==> config.mk <==
export PLATFORM = sky130hd
export DESIGN_NAME = mult_div_unit
export DESIGN_NICKNAME = d
export VERILOG_FILES = /design/src/rtl/mult_div_pkg.sv /design/src/rtl/div_restore_step.sv /design/src/rtl/mult_div_unit.sv
export SDC_FILE = /design/constraint.sdc
export NUM_CORES = 1
export LEC_CHECK = 0
export ABC_CLOCK_PERIOD_IN_PS = 5300
export CAP_MARGIN = 20
export CORE_UTILIZATION = 50
export CTS_CLUSTER_SIZE = 30
export DETAILED_ROUTE_END_ITERATION = 6
export GPL_TIMING_DRIVEN = 0
export PLACE_DENSITY = 0.85
export SYNTH_ARGS = -nofsm -noshare
export SYNTH_HDL_FRONTEND = slang
export SYNTH_SLANG_ARGS = --single-unit
==> constraint.sdc <==
create_clock -name clk -period 5.3 [get_ports clk]
set_clock_uncertainty 0.15 [all_clocks]
set_input_delay 1.06 -clock clk [delete_from_list [all_inputs] [get_ports clk]]
set_output_delay 1.06 -clock clk [all_outputs]
set_load 0.01 [all_outputs]
==> src/rtl/mult_div_pkg.sv <==
// Shared definitions for the iterative signed multiply/divide unit.
package mult_div_pkg;

  // Default operand width; HI and LO are each this wide.
  localparam int DEFAULT_WIDTH = 32;

  // Operation select encodings driven by the control unit.
  localparam logic OP_MULT = 1'b0;
  localparam logic OP_DIV  = 1'b1;

  // Sequencer states.
  typedef enum logic [1:0] {
    IDLE = 2'd0,
    MULT = 2'd1,
    DIV  = 2'd2
  } state_t;

endpackage

==> src/rtl/div_restore_step.sv <==
// One combinational restoring-division iteration on unsigned magnitudes.
// The partial remainder is always below the divisor, so it fits in WIDTH
// bits; only the shifted trial value needs the extra bit.
module div_restore_step
  import mult_div_pkg::*;
#(
  parameter int WIDTH = DEFAULT_WIDTH
) (
  input  logic [WIDTH-1:0] rem_in,
  input  logic [WIDTH-1:0] quo_in,
  input  logic [WIDTH-1:0] divisor,
  output logic [WIDTH-1:0] rem_out,
  output logic [WIDTH-1:0] quo_out
);

  logic [WIDTH:0] shifted_s;
  logic [WIDTH:0] trial_s;

  // Shift the next dividend bit in, trial-subtract, and keep or restore.
  always_comb begin
    shifted_s = {rem_in, quo_in[WIDTH-1]};
    trial_s   = shifted_s - {1'b0, divisor};
    if (trial_s[WIDTH] == 1'b0) begin
      rem_out = trial_s[WIDTH-1:0];
      quo_out = {quo_in[WIDTH-2:0], 1'b1};
    end else begin
      rem_out = shifted_s[WIDTH-1:0];
      quo_out = {quo_in[WIDTH-2:0], 1'b0};
    end
  end

endmodule

==> src/rtl/mult_div_unit.sv <==
// Iterative signed multiply (radix-2 Booth) / divide (restoring) unit that
// produces a 2*WIDTH-bit result into HI/LO over WIDTH cycles.
// The Booth accumulator/multiplier registers double as remainder/quotient
// registers during a divide, and the multiplicand register holds |divisor|.
module mult_div_unit
  import mult_div_pkg::*;
#(
  parameter int WIDTH = DEFAULT_WIDTH
) (
  input  logic             clk,
  input  logic             reset_n,
  input  logic             start,
  input  logic             op,
  input  logic [WIDTH-1:0] a_in,
  input  logic [WIDTH-1:0] b_in,
  output logic [WIDTH-1:0] hi_out,
  output logic [WIDTH-1:0] lo_out,
  output logic             busy,
  output logic             done,
  output logic             div_zero
);

  localparam int CW = $clog2(WIDTH + 1);

  // Two's-complement magnitude; the most negative value maps onto itself,
  // which read as unsigned is exactly its magnitude.
  function automatic logic [WIDTH-1:0] abs_val(input logic [WIDTH-1:0] v);
    logic [WIDTH-1:0] r;
    if (v[WIDTH-1] == 1'b1) begin
      r = -v;
    end else begin
      r = v;
    end
    return r;
  endfunction

  state_t           state_r,    state_s;
  logic [CW-1:0]    count_r,    count_s;
  logic [WIDTH:0]   acc_r,      acc_s;
  logic [WIDTH-1:0] q_r,        q_s;
  logic             qm1_r,      qm1_s;
  logic [WIDTH-1:0] m_r,        m_s;
  logic             sa_r,       sa_s;
  logic             sb_r,       sb_s;
  logic [WIDTH-1:0] hi_r,       hi_s;
  logic [WIDTH-1:0] lo_r,       lo_s;
  logic             busy_r,     busy_s;
  logic             done_r,     done_s;
  logic             div_zero_r, div_zero_s;

  logic [WIDTH:0]   m_ext_s;
  logic [WIDTH:0]   booth_sum_s;
  logic [WIDTH-1:0] div_rem_s;
  logic [WIDTH-1:0] div_quo_s;
  logic [WIDTH-1:0] quo_fix_s;
  logic [WIDTH-1:0] rem_fix_s;

  div_restore_step #(.WIDTH(WIDTH)) u_div_step (
    .rem_in  (acc_r[WIDTH-1:0]),
    .quo_in  (q_r),
    .divisor (m_r),
    .rem_out (div_rem_s),
    .quo_out (div_quo_s)
  );

  // Booth add/subtract selected by the {Q0, Q(-1)} pair.
  always_comb begin
    m_ext_s = {m_r[WIDTH-1], m_r};
    case ({q_r[0], qm1_r})
      2'b01:   booth_sum_s = acc_r + m_ext_s;
      2'b10:   booth_sum_s = acc_r - m_ext_s;
      default: booth_sum_s = acc_r;
    endcase
  end

  // Sign fix-up of the final divide step: quotient by sign difference,
  // remainder follows the dividend.
  always_comb begin
    if ((sa_r ^ sb_r) == 1'b1) begin
      quo_fix_s = -div_quo_s;
    end else begin
      quo_fix_s = div_quo_s;
    end
    if (sa_r == 1'b1) begin
      rem_fix_s = -div_rem_s;
    end else begin
      rem_fix_s = div_rem_s;
    end
  end

  // Next-state, datapath and output-register logic.
  always_comb begin
    state_s    = state_r;
    count_s    = count_r;
    acc_s      = acc_r;
    q_s        = q_r;
    qm1_s      = qm1_r;
    m_s        = m_r;
    sa_s       = sa_r;
    sb_s       = sb_r;
    hi_s       = hi_r;
    lo_s       = lo_r;
    busy_s     = busy_r;
    done_s     = 1'b0;
    div_zero_s = 1'b0;

    case (state_r)
      IDLE: begin
        if (start == 1'b1) begin
          if (op == OP_MULT) begin
            m_s     = a_in;
            acc_s   = '0;
            q_s     = b_in;
            qm1_s   = 1'b0;
            count_s = CW'(WIDTH);
            busy_s  = 1'b1;
            state_s = MULT;
          end else if (b_in == '0) begin
            // Rejected divide: report immediately, leave HI/LO alone.
            done_s     = 1'b1;
            div_zero_s = 1'b1;
          end else begin
            m_s     = abs_val(b_in);
            q_s     = abs_val(a_in);
            sa_s    = a_in[WIDTH-1];
            sb_s    = b_in[WIDTH-1];
            acc_s   = '0;
            count_s = CW'(WIDTH);
            busy_s  = 1'b1;
            state_s = DIV;
          end
        end else begin
          busy_s = 1'b0;
        end
      end

      MULT: begin
        acc_s   = {booth_sum_s[WIDTH], booth_sum_s[WIDTH:1]};
        q_s     = {booth_sum_s[0], q_r[WIDTH-1:1]};
        qm1_s   = q_r[0];
        count_s = count_r - CW'(1);
        if (count_r == CW'(1)) begin
          hi_s    = acc_s[WIDTH-1:0];
          lo_s    = q_s;
          busy_s  = 1'b0;
          done_s  = 1'b1;
          state_s = IDLE;
        end else begin
          busy_s = 1'b1;
        end
      end

      DIV: begin
        acc_s   = {1'b0, div_rem_s};
        q_s     = div_quo_s;
        count_s = count_r - CW'(1);
        if (count_r == CW'(1)) begin
          hi_s    = rem_fix_s;
          lo_s    = quo_fix_s;
          busy_s  = 1'b0;
          done_s  = 1'b1;
          state_s = IDLE;
        end else begin
          busy_s = 1'b1;
        end
      end

      default: begin
        busy_s  = 1'b0;
        count_s = '0;
        state_s = IDLE;
      end
    endcase
  end

  // State and datapath registers; reset aborts any operation in flight.
  always_ff @(posedge clk or negedge reset_n) begin
    if (!reset_n) begin
      state_r    <= IDLE;
      count_r    <= '0;
      acc_r      <= '0;
      q_r        <= '0;
      qm1_r      <= 1'b0;
      m_r        <= '0;
      sa_r       <= 1'b0;
      sb_r       <= 1'b0;
      hi_r       <= '0;
      lo_r       <= '0;
      busy_r     <= 1'b0;
      done_r     <= 1'b0;
      div_zero_r <= 1'b0;
    end else begin
      state_r    <= state_s;
      count_r    <= count_s;
      acc_r      <= acc_s;
      q_r        <= q_s;
      qm1_r      <= qm1_s;
      m_r        <= m_s;
      sa_r       <= sa_s;
      sb_r       <= sb_s;
      hi_r       <= hi_s;
      lo_r       <= lo_s;
      busy_r     <= busy_s;
      done_r     <= done_s;
      div_zero_r <= div_zero_s;
    end
  end

  assign hi_out   = hi_r;
  assign lo_out   = lo_r;
  assign busy     = busy_r;
  assign done     = done_r;
  assign div_zero = div_zero_r;

endmodule

==> metrics.md <==
| Metric | Value |
|---|---|
| Clk pwr share | `between 8 and 9%` |
| Fmax | `184 MHz` |
| Slew Limit Fails | `0` |
| H-tree depth | `4` |
| Post-synth EDFFs | `0` |
| Required time of the critical path | `5.49 ns` |
| Top cell type's share of synthesized area | `26.5%` |
| Via count | `18700` |
| Worst slew pin tran | `roughly 1.2 ns` |
| Synth Area in Compound Gates | `29.1%` |
| Peak VDD IR | `0.000396 V` |
| Area growth syn-to-layout | `18.9%` |
| Post-DRT Antenna Nets | `0` |
| Mapped Avg Cell Area | `approximately 7.5 µm²` |
| CP max-delay cell | `or4_1` |
| Initial Util | `50.7%` |
| Pin count of the biggest net entering global routing | `120` |
| # DRC | `13` |
| Via/cell ratio | `6.59` |
| CP Buf/Inv Count | `5` |
| Total grt overflow | `0` |
| Row count | `66` |
| I/O Pins | `~140` |
| Final Hold Viols | `0` |
| Count leader, synth | `nand2_1` |
| # diodes | `0` |
| Vias in the first global route | `between 15000 and 20000` |
| Synthesis warning total | `0` |
| Worst setup margin | `-0.146 ns` |
| Number of detailed-route iterations in the first pass | `7` |
| Reg2Reg Setup Slack | `-0.15 ns` |
| Arr. time, crit path | `5.64 ns` |
| Dominant cells by area after synthesis | `dfrtp_1 27%, nand2_1 6.4%, a21oi_1 6.4%, o21ai_0 6.3%, ha_1 5.8%` |
| Cell-internal power | `roughly 0.0067 W` |
| Sequential cell area fraction in the yosys report | `26.5%` |
| Initial antenna violation count | `0` |
| Max transition margin | `between 10% and 20%` |
| Primary FF master, synth | `dfrtp_1` |
| Multiplexer share of the synthesized area | `3.35%` |
| Gr usage total | `40.0%` |
| Port bufs | `133` |
| Post-Synth Adder-Cell Area | `about 6.0%` |
| Worst Setup Start Kind | `flop` |
| RSZ-0062 raised after global routing | `true` |
| Yosys top cell by area | `dfrtp_1` |
| Synth top cells by count | `283 x nand2_1, 212 x a21oi_1, 211 x nor2_1, 206 x o21ai_0, 175 x dfrtp_1` |
| Clock Pin Slew Worst Setup and Hold Paths | `approximately 0.080 ns` |
| Largest delay share family, worst path | `simple AND/OR/NAND/NOR gates` |
| Flop pwr share | `17.3%` |
| CTS tree | `built` |
| Max Cap Viol | `0` |
| Cell repeated most along the worst path | `ha_4` |
| Sink Count | `175` |
| Core area | `about 33000 µm²` |
| Crit path from | `q_r[31]$_DFFE_PN0P_` |
| Status | `finished, violations left` |
| RR Startpoint | `q_r[31]$_DFFE_PN0P_` |
| Post-DP HPWL | `52.2 mm` |
| Worst slack, placed | `-1.67 ns` |
| Seq cells post-synth | `about 180` |
| Tmin final | `around 5.4 ns` |
| Hold Path Class | `flop to flop` |
| Final worst-path cycle share | `103%` |
| Die Width | `184 µm` |
| Syn Inst Count | `2199` |
| Root buf cell | `clkbuf_16` |
| CTS Hold Bufs | `0` |
| Layout Nets | `2525` |
| P_sw | `around 0.0084 W` |
| Reg2reg path depth | `24` |
| Setup crit end kind | `flop` |
| Gate power share | `74.3%` |
| Cell count along the critical path | `24` |
| CTS Buf Count | `17` |
| Max incr delay on CP | `around 0.52 ns` |
| Drt total wl | `67.8 mm` |
| Final TNS setup | `-0.237 ns` |
| Sw Ratio | `around 56%` |
| Clk Latency, worst-skew pair | `roughly 0.46 ns` |
| First DRT Iteration DRCs | `2890` |
| First-pass GRT wire length | `102 mm` |
| Clock Path Buffers | `2` |
| Pwr dens | `771 nW/µm²` |
| WS Path Type | `flop to flop` |
| Crit-path max FO | `7` |
| R2r endpoint | `hi_out[30]$_DFFE_PN0P_` |
| Leak | `8.25 nW` |
| Crit path cell chain | `clkinv_4 > ha_4 > fa_2 > nor2b_4 > o31a_1 > o211ai_1 > buf_4 > a311o_1 > o211a_1 > buf_8 > clkinv_8 > buf_12 > nor2_4 > a21oi_4 > ha_4 > and2_4 > o221ai_4 > or3_4 > nor3_4 > a41oi_2 > nor2_2 > nand4_1 > or4_1 > and3_1` |
| Simple-Gate Fraction of Synth Area | `20.6%` |
| XOR/XNOR Fraction of Synth Area | `9.19%` |
| Share of layout cells above drive strength 1 | `~8.2%` |
| Setup violators final | `3` |
| Die Area | `33700 µm²` |
| Post-synthesis async set-or-reset flop share | `100%` |
| Largest family of logic cells by synthesized area | `compound AO/OA/AOI/OAI gates` |
| Setup crit end | `hi_out[30]$_DFFE_PN0P_` |
| Syn Nets | `2345` |
| Wire per inst | `23.9 µm` |
| Die Ht | `184 µm` |
| Netlist cell types | `80` |
| RD Place Congestion | `1.06` |
| Failing checks | `design-rule violations, negative setup slack` |
| Syn Std Cell Area | `16500 µm²` |
cell type report:
class / count / area, µm²
inverters: 74 / 295
fillers: 3001 / 12900
flip-flops and latches: 175 / 4390
multi-input cells: 1810 / 11600
plain buffers: 126 / 576
clock inverters: 14 / 146
repair buffers: 175 / 1670
well taps: 442 / 553
clock buffers: 17 / 425
worst min-delay path, delay by kind of cell (launching register included):
family | cells | cell delay, ns
AND/OR/NAND/NOR | 1 | 0.05
flip-flops | 1 | 0.34
AO/OA/AOI/OAI | 1 | 0.06
through the flow:
| step | cells | hold WS [ns] | power, W | area [µm²] | utilization, % |
|---|---|---|---|---|---|
| detailed placement | 2776 | 0.325 | 0.0126 | 18400 | 56.7 |
| floorplan | 2199 | 0.316 | 0.00942 | 16500 | - |
| global route | 2833 | 0.366 | 0.0160 | 19600 | 60.3 |
| CTS | 2815 | 0.341 | 0.0143 | 19300 | 59.2 |
| global placement | 2774 | 0.313 | 0.0124 | 18400 | 56.5 |
| finish | 2833 | 0.336 | 0.0151 | 19600 | 60.3 |
sequential cells by signal, indices dropped and copies added, names as in the netlist:
signal	cells
acc_r	33
busy	1
count_r	6
div_zero	1
done	1
hi_out	32
lo_out	32
m_r	32
q_r	32
qm1_r	1
sa_r	1
sb_r	1
state_r	2
cell families (layout without fill, tap and decap cells):
kind of cell / count (synthesis) / after routing
AOI/OAI and AO/OA: 764 / 764
adders and majority gates: 78 / 78
and+or+nand+nor: 742 / 742
DFF: 175 / 175
xor gates and xnor gates: 173 / 173
buffers and inverters: 214 / 406
muxes: 53 / 53
layout by cell type (no fill, tap or decap), drive strengths merged, types with 30 or more instances in the layout:
cell type	Yosys	final
nand2	283	283
buf	23	62
xor2	100	100
a31oi	30	30
inv	73	78
ha	76	76
dfrtp	175	175
o31ai	48	48
a21oi	213	213
nor3	57	57
a21o	41	41
clkdlybuf4s50	0	132
xnor2	73	73
o21ai	210	210
mux2i	35	35
nor2	211	211
a22oi	32	32
nand3	33	33
clkbuf	115	122
power by group through the flow:
stage,combinational (W),sequential (W),clock (W)
5_1_grt,0.0120,0.00265,0.00132
2_1_floorplan,0.00706,0.00237,0
3_3_place_gp,0.00990,0.00254,0
6_report,0.0112,0.00262,0.00127
4_1_cts,0.0105,0.00255,0.00126
3_5_place_dp,0.0101,0.00256,0
metal layers:
| layer | vias to the layer above | GRT usage, % | routed length, µm |
|---|---|---|---|
| met4 | 0 | 22.3 | 4010 |
| met1 | 8726 | 53.0 | 26900 |
| li1 | 8366 | - | - |
| met2 | 1326 | 60.3 | 28900 |
| met3 | 244 | 8.80 | 7990 |
| met5 | - | 0 | 0 |
worst min path at each step:
stage / startpoint / endpoint / slack [ns] / cells after the start
final: lo_out[28]$_DFFE_PN0P_ / lo_out[28]$_DFFE_PN0P_ / 0.34 / 2
after global routing: lo_out[7]$_DFFE_PN0P_ / lo_out[7]$_DFFE_PN0P_ / 0.37 / 2
after CTS: lo_out[26]$_DFFE_PN0P_ / lo_out[26]$_DFFE_PN0P_ / 0.34 / 2
after detailed placement: lo_out[26]$_DFFE_PN0P_ / lo_out[26]$_DFFE_PN0P_ / 0.32 / 2
after global placement: hi_out[1]$_DFFE_PN0P_ / hi_out[1]$_DFFE_PN0P_ / 0.31 / 2
after floorplan: qm1_r$_DFFE_PN0P_ / qm1_r$_DFFE_PN0P_ / 0.32 / 1
repair_timing:
action | in CTS | in global routing
gates resized for setup | 44 | 62
endpoints found under the setup margin | 48 | 64
buffers inserted | 18 | 22
pin swaps | 10 | 31
Power figures use the tool's default switching activity.
